--- config.mk ---
export PLATFORM = sky130hd
export DESIGN_NAME = lift_scan_ctrl
export DESIGN_NICKNAME = d
export VERILOG_FILES = /design/src/rtl/lift_pkg.sv /design/src/rtl/lift_dir_sel.sv /design/src/rtl/lift_scan_ctrl.sv
export SDC_FILE = /design/constraint.sdc
export NUM_CORES = 1
export LEC_CHECK = 0
export CELL_PAD_IN_SITES_DETAIL_PLACEMENT = 0
export CELL_PAD_IN_SITES_GLOBAL_PLACEMENT = 1
export CORE_MARGIN = 2
export CORE_UTILIZATION = 38
export DETAILED_ROUTE_END_ITERATION = 8
export HOLD_SLACK_MARGIN = 0.02
export PLACE_DENSITY = 0.83
export SLEW_MARGIN = 20
export SYNTH_ARGS = -nofsm -noshare
export SYNTH_HDL_FRONTEND = slang
export SYNTH_SLANG_ARGS = --single-unit
--- constraint.sdc ---
create_clock -name clk -period 3.2 [get_ports clk]
set_clock_uncertainty 0.1 [all_clocks]
set_input_delay 0.96 -clock clk [delete_from_list [all_inputs] [get_ports clk]]
set_output_delay 0.96 -clock clk [all_outputs]
set_load 0.01 [all_outputs]
--- src/rtl/lift_pkg.sv ---
// lift_pkg: shared state/direction encodings and parameter sanity check for the lift controller
package lift_pkg;
  typedef enum logic [1:0] {IDLE, MOVE, DOOR} state_t;
  localparam logic [1:0] DIR_IDLE = 2'b00;
  localparam logic [1:0] DIR_UP   = 2'b01;
  localparam logic [1:0] DIR_DN   = 2'b10;
  function automatic bit params_ok(input int num_floors, input int travel_cyc, input int door_cyc);
    return num_floors >= 2 && travel_cyc >= 1 && door_cyc >= 1;
  endfunction
endpackage

--- src/rtl/lift_dir_sel.sv ---
// lift_dir_sel: SCAN direction chooser; reports requests above/below/at floor and picks next direction
//   in  pending_i  request bitmap, floor_i current floor, last_dir_i previous travel direction
//   out above_o/below_o/here_o request presence, dir_o last_dir_i if requests lie that way, else reversed
module lift_dir_sel import lift_pkg::*; #(
  parameter int NUM_FLOORS = 8,
  parameter int FLOOR_W = $clog2(NUM_FLOORS)
) (
  input  logic [NUM_FLOORS-1:0] pending_i,
  input  logic [FLOOR_W-1:0]    floor_i,
  input  logic [1:0]            last_dir_i,
  output logic                  above_o,
  output logic                  below_o,
  output logic                  here_o,
  output logic [1:0]            dir_o
);
  always_comb begin
    above_o = 1'b0;
    below_o = 1'b0;
    for (int i = 0; i < NUM_FLOORS; i++) begin
      above_o = above_o | (pending_i[i] && i > int'(floor_i));
      below_o = below_o | (pending_i[i] && i < int'(floor_i));
    end
  end

  assign here_o = pending_i[floor_i];
  assign dir_o = (last_dir_i == DIR_UP) ? (above_o ? DIR_UP : DIR_DN) : (below_o ? DIR_DN : DIR_UP);
endmodule

--- src/rtl/lift_scan_ctrl.sv ---
// lift_scan_ctrl: multi-request SCAN elevator controller with travel time and door dwell
//   in  clk, rst_n (sync active-low), call_valid/call_floor hall calls, cab_valid/cab_floor cab buttons
//   out elev_f_o floor, busy_o not idle, dir_o 00/01/10, door_open_o, arrive_o stop pulse, pending_o requests
module lift_scan_ctrl import lift_pkg::*; #(
  parameter int NUM_FLOORS = 8,
  parameter int FLOOR_W = $clog2(NUM_FLOORS),
  parameter int TRAVEL_CYC = 4,
  parameter int DOOR_CYC = 6
) (
  input  logic                  clk,
  input  logic                  rst_n,
  input  logic                  call_valid,
  input  logic [FLOOR_W-1:0]    call_floor,
  input  logic                  cab_valid,
  input  logic [FLOOR_W-1:0]    cab_floor,
  output logic [FLOOR_W-1:0]    elev_f_o,
  output logic                  busy_o,
  output logic [1:0]            dir_o,
  output logic                  door_open_o,
  output logic                  arrive_o,
  output logic [NUM_FLOORS-1:0] pending_o
);
  localparam int TW = TRAVEL_CYC > 1 ? $clog2(TRAVEL_CYC) : 1;
  localparam int DW = DOOR_CYC > 1 ? $clog2(DOOR_CYC) : 1;
  localparam logic [TW-1:0] TRAVEL_LD = TW'(TRAVEL_CYC - 1);
  localparam logic [DW-1:0] DOOR_LD = DW'(DOOR_CYC - 1);

  if (!params_ok(NUM_FLOORS, TRAVEL_CYC, DOOR_CYC)) begin : g_bad_params
    $error("lift_scan_ctrl: NUM_FLOORS>=2, TRAVEL_CYC>=1, DOOR_CYC>=1 required");
  end

  state_t state_q, state_d;
  logic [FLOOR_W-1:0] floor_q, floor_d, step_floor;
  logic [1:0] last_dir_q, last_dir_d, dir_q, dir_d, sel_dir;
  logic [NUM_FLOORS-1:0] pending_q, pending_d, req_vec, nxt_pending, here_mask, step_mask;
  logic [TW-1:0] travel_cnt_q, travel_cnt_d;
  logic [DW-1:0] door_cnt_q, door_cnt_d;
  logic arrive_q, arrive_d, busy_q, busy_d, door_q, door_d;
  logic above, below, here;

  // Out-of-range indices match no bit, so they drop out here.
  always_comb begin
    req_vec = '0;
    for (int i = 0; i < NUM_FLOORS; i++)
      req_vec[i] = (call_valid && int'(call_floor) == i) || (cab_valid && int'(cab_floor) == i);
  end

  assign here_mask = NUM_FLOORS'(1) << floor_q;
  assign step_floor = (last_dir_q == DIR_UP) ? floor_q + 1'b1 : floor_q - 1'b1;
  assign step_mask = NUM_FLOORS'(1) << step_floor;
  // With the door open, a request for this floor is served by the open door and never latched.
  assign nxt_pending = (pending_q | req_vec) & ~((state_q == DOOR) ? here_mask : '0);

  lift_dir_sel #(.NUM_FLOORS(NUM_FLOORS), .FLOOR_W(FLOOR_W)) u_dir_sel (
    .pending_i (nxt_pending),
    .floor_i   (floor_q),
    .last_dir_i(last_dir_q),
    .above_o   (above),
    .below_o   (below),
    .here_o    (here),
    .dir_o     (sel_dir)
  );

  always_comb begin
    state_d = state_q;
    floor_d = floor_q;
    last_dir_d = last_dir_q;
    travel_cnt_d = travel_cnt_q;
    door_cnt_d = door_cnt_q;
    pending_d = nxt_pending;
    arrive_d = 1'b0;
    case (state_q)
      IDLE:
        if (here) begin
          state_d = DOOR;
          pending_d = nxt_pending & ~here_mask;
          arrive_d = 1'b1;
          door_cnt_d = DOOR_LD;
        end else if (above || below) begin
          state_d = MOVE;
          last_dir_d = sel_dir;
          travel_cnt_d = TRAVEL_LD;
        end
      MOVE:
        if (travel_cnt_q != '0) travel_cnt_d = travel_cnt_q - 1'b1;
        else begin
          floor_d = step_floor;
          if (nxt_pending[step_floor]) begin
            state_d = DOOR;
            pending_d = nxt_pending & ~step_mask;
            arrive_d = 1'b1;
            door_cnt_d = DOOR_LD;
          end else travel_cnt_d = TRAVEL_LD;
        end
      DOOR:
        if (req_vec[floor_q]) door_cnt_d = DOOR_LD;
        else if (door_cnt_q != '0) door_cnt_d = door_cnt_q - 1'b1;
        else if (above || below) begin
          state_d = MOVE;
          last_dir_d = sel_dir;
          travel_cnt_d = TRAVEL_LD;
        end else state_d = IDLE;
      default: state_d = IDLE;
    endcase
    dir_d = (state_d == MOVE) ? last_dir_d : DIR_IDLE;
    busy_d = state_d != IDLE;
    door_d = state_d == DOOR;
  end

  always_ff @(posedge clk) begin
    if (!rst_n) begin
      state_q <= IDLE;
      floor_q <= '0;
      last_dir_q <= DIR_UP;
      dir_q <= DIR_IDLE;
      pending_q <= '0;
      travel_cnt_q <= '0;
      door_cnt_q <= '0;
      arrive_q <= 1'b0;
      busy_q <= 1'b0;
      door_q <= 1'b0;
    end else begin
      state_q <= state_d;
      floor_q <= floor_d;
      last_dir_q <= last_dir_d;
      dir_q <= dir_d;
      pending_q <= pending_d;
      travel_cnt_q <= travel_cnt_d;
      door_cnt_q <= door_cnt_d;
      arrive_q <= arrive_d;
      busy_q <= busy_d;
      door_q <= door_d;
    end
  end

  // Travel only ever heads toward a pending bit, so a step can never leave the shaft.
  always_ff @(posedge clk) begin
    if (rst_n && state_q == MOVE && travel_cnt_q == '0)
      assert (last_dir_q == DIR_UP ? int'(floor_q) < NUM_FLOORS - 1 : floor_q != '0)
        else $error("lift_scan_ctrl: step beyond shaft end");
  end

  assign elev_f_o = floor_q;
  assign busy_o = busy_q;
  assign dir_o = dir_q;
  assign door_open_o = door_q;
  assign arrive_o = arrive_q;
  assign pending_o = pending_q;
endmodule

==> impl_metrics.env <==
export IMPL_routed_wl_um=7440
export IMPL_worstPathCellList="inv_1, ha_1, xnor2_4, mux2_2, a211oi_1, a31oi_2, buf_4, a41oi_4, and4b_1"
export IMPL_cp_start_kind="flip-flop"
export IMPL_worstSkewPairLatency_ps=280
export IMPL_synth_edf_count=0
export IMPL_io_pins=26
export IMPL_synth_fa_ha_area_frac=0.0571
export IMPL_grt_overflow=0
export IMPL_clk_pin_slew_ps=90
export IMPL_cts_max_path_buffers=2
export IMPL_grt_max_degree=19
export IMPL_fin_nets=333
export IMPL_worst_ep_required_time_ps=3280
export IMPL_leakagePower_nw=1.09
export IMPL_syn_area_um2=2190
export IMPL_drt_iter0_markers=261
export IMPL_cts_max_level=1
export IMPL_async_flop_share=0
export IMPL_cap_viol_max_count=0
export IMPL_synthDistinctLibCells=72
export IMPL_slew_viol_final=0
export IMPL_firstDrtPassIters=5
export IMPL_setup_viol=0
export IMPL_postRouteAntennaNets=0
export IMPL_rows=27
export IMPL_tns_ps=0
export IMPL_ys_flop_type="dfxtp_1"
export IMPL_rrSetupSlack_ps=60
export IMPL_vias_per_cell=6.49
export IMPL_drt_wirelength_per_cell_um=19.4
export IMPL_grt_usage=0.233
export IMPL_cts_hold_buffers_added=0
export IMPL_synth_xor_area_frac=0.0160
export IMPL_yosysWarnings=0
export IMPL_finalCritPeriodShare=0.980
export IMPL_crit_type="reg -> reg"
export IMPL_status="completed"
export IMPL_power_density_nw_per_um2=678
export IMPL_numClockSinks=25
export IMPL_grt_pass1_wl_um=11700
export IMPL_hpwl_um=5380
export IMPL_die_height_um=79.9
export IMPL_placed_area_um2=2750
export IMPL_synthToLayoutAreaGrowth_pct=34.5
export IMPL_antenna_cells=0
export IMPL_finalNonFillerCells=384
export IMPL_tightest_slew_ps=594
export IMPL_start_util=0.395
export IMPL_routed_via_count=2491
export IMPL_die_w_um=79.9
export IMPL_antenna_found_initial=0
export IMPL_timing_final_crit_period_ps=3140
export IMPL_crit_path_max_fanout=7
export IMPL_synth_top_family_by_area="simple AND/OR/NAND/NOR gates"
export IMPL_drc_errors=0
export IMPL_grt_pass1_vias=2347
export IMPL_max_slew_margin=0.603
export IMPL_portBuffers=25
export IMPL_cp_slowest_stage_delay_ps=450
export IMPL_synth_area_per_cell_um2=8.62
export IMPL_fp_dieArea_um2=6390
export IMPL_place_congestion=0.930
export IMPL_ys_seq_area_frac=0.229
export IMPL_arrival_ps=3210
export IMPL_crit_path_end_kind="flip-flop"
export IMPL_synth_nets=274
export IMPL_cts_buffers=3
export IMPL_syn_inst=254
export IMPL_max_freq_mhz=319
export IMPL_cts_tree="yes"
export IMPL_dp_cells=375
export IMPL_synthMuxAreaShare=0.00971
export IMPL_power_total_w=0.00200
export IMPL_ir_worst_vdd_uv=503
export IMPL_clockRootBuffer="clkbuf_8"
export IMPL_hold_viol=0
export IMPL_hp_class="reg -> reg"
export IMPL_coreArea_um2=5540
export IMPL_cp_slowest_cell="dfxtp_1"
export IMPL_ys_ff_latch=25
export IMPL_utilization=0.531
export IMPL_final_area_um2=2940
export IMPL_synth_compound_area_frac=0.313
export IMPL_synth_simple_area_share=0.330
export IMPL_layout_drive_gt1_share=0.321
[final timing paths]
check	cells past startpoint	startpoint	to
max reg2reg	9	elev_f_o[0]	dir_o[1]
min	2	travel_cnt_q[1]	travel_cnt_q[1]
max	9	elev_f_o[0]	dir_o[1]
min reg2reg	2	travel_cnt_q[1]	travel_cnt_q[1]
[per-stage QoR]
| stage | setup WS (ps) | hold slack (ps) |
|---|---|---|
| final | 63.8 | 392 |
| after global routing | -39.0 | 435 |
| after CTS | 40.2 | 395 |
| after detailed placement | -635 | 382 |
| after global placement | -588 | 365 |
| after floorplan | 73.3 | 356 |
[metal layers]
metal | global-route usage | share of wire | wire [um]
met1 | 0.297 | 0.41 | 3080
met2 | 0.399 | 0.48 | 3590
met3 | 0.0226 | 0.070 | 522
met4 | 0.0966 | 0.033 | 247
met5 | 0 | 0 | 0
[worst max-delay path, delay by kind of cell (launching register included)]
| family | cells | cell delay (ps) |
|---|---|---|
| simple gates | 1 | 230 |
| compound gates | 3 | 750 |
| fa+ha+maj | 1 | 420 |
| xor+xnor | 1 | 300 |
| flops | 1 | 450 |
| mux | 1 | 410 |
| buf+inv | 2 | 370 |
[state kept, by name (all words and copies together), names as in the netlist]
name and flops:
state_q 2, busy_o 1, elev_f_o 3, door_open_o 1, dir_o 2, arrive_o 1, door_cnt_q 3, pending_o 8
travel_cnt_q 2, last_dir_q 2
[cells in the final DEF, fill, tap and decap left out, types with 3 or more instances in the layout]
cell,count
a211oi_1,3
a21oi_1,12
a221oi_1,3
a311oi_2,3
a31oi_1,4
and4_1,3
and4b_1,3
and4b_2,3
and4bb_2,3
buf_4,40
clkbuf_2,8
clkbuf_8,3
clkdlybuf4s50_1,17
dfxtp_1,25
ha_1,10
inv_1,13
nand2_1,13
nand3_1,4
nand3b_1,5
nand4_1,4
nor2_1,20
nor3_1,14
nor3_2,3
nor4_2,3
o21ai_0,4
o311ai_0,3
o31ai_1,6
o32a_1,3
or4_1,4
[repair_timing]
item | in CTS | in global routing
pin swaps | 9 | 15
resized for setup | 28 | 26
endpoints found under the setup margin | 21 | 17
buffers inserted | 3 | 2
[cell type report]
cell class	count	area, um^2
inverters	13	48.8
well taps	72	90.1
clock inverters	1	5.00
flip-flops and latches	25	500
clock buffers	3	41.3
repair buffers	65	510
fillers	539	2600
multi-input cells	205	1750
[power breakdown]
part,internal (W),switching [W]
logic,0.000602,0.000730
registers,0.000386,0.0000800
clock network,0.0000874,0.000110
[logic make-up (layout without fill, tap and decap cells)]
| kind of cell | count (synthesis) | after routing |
|---|---|---|
| flip-flops | 25 | 25 |
| XOR/XNOR | 4 | 4 |
| AND/OR/NAND/NOR | 110 | 110 |
| adder cells (fa/ha/maj) | 10 | 10 |
| AO/OA/AOI/OAI | 79 | 79 |
| buffers and inverters | 24 | 82 |
| multiplexers | 2 | 2 |
[cell usage after synthesis, types with 4 or more instances]
library cell   n  area [um^2]
a21oi_1       13         65.1
a31oi_1        5         31.3
and4b_1        6         60.1
and4bb_2       5         62.6
buf_2          5         25.0
clkbuf_1       5         18.8
dfxtp_1       25          500
ha_1          10          125
inv_1         13         48.8
nand2_1       13         48.8
nand3_1        5         25.0
nand3b_1       5         37.5
nand4_1        4         25.0
nor2_1        21         78.8
nor3_1        15         75.1
nor4_1         4         25.0
o21ai_0        5         25.0
o311ai_0       4         35.0
o31ai_1        7         52.6
or4_1          4         30.0
Note: power is estimated with default switching activity, not from simulation.
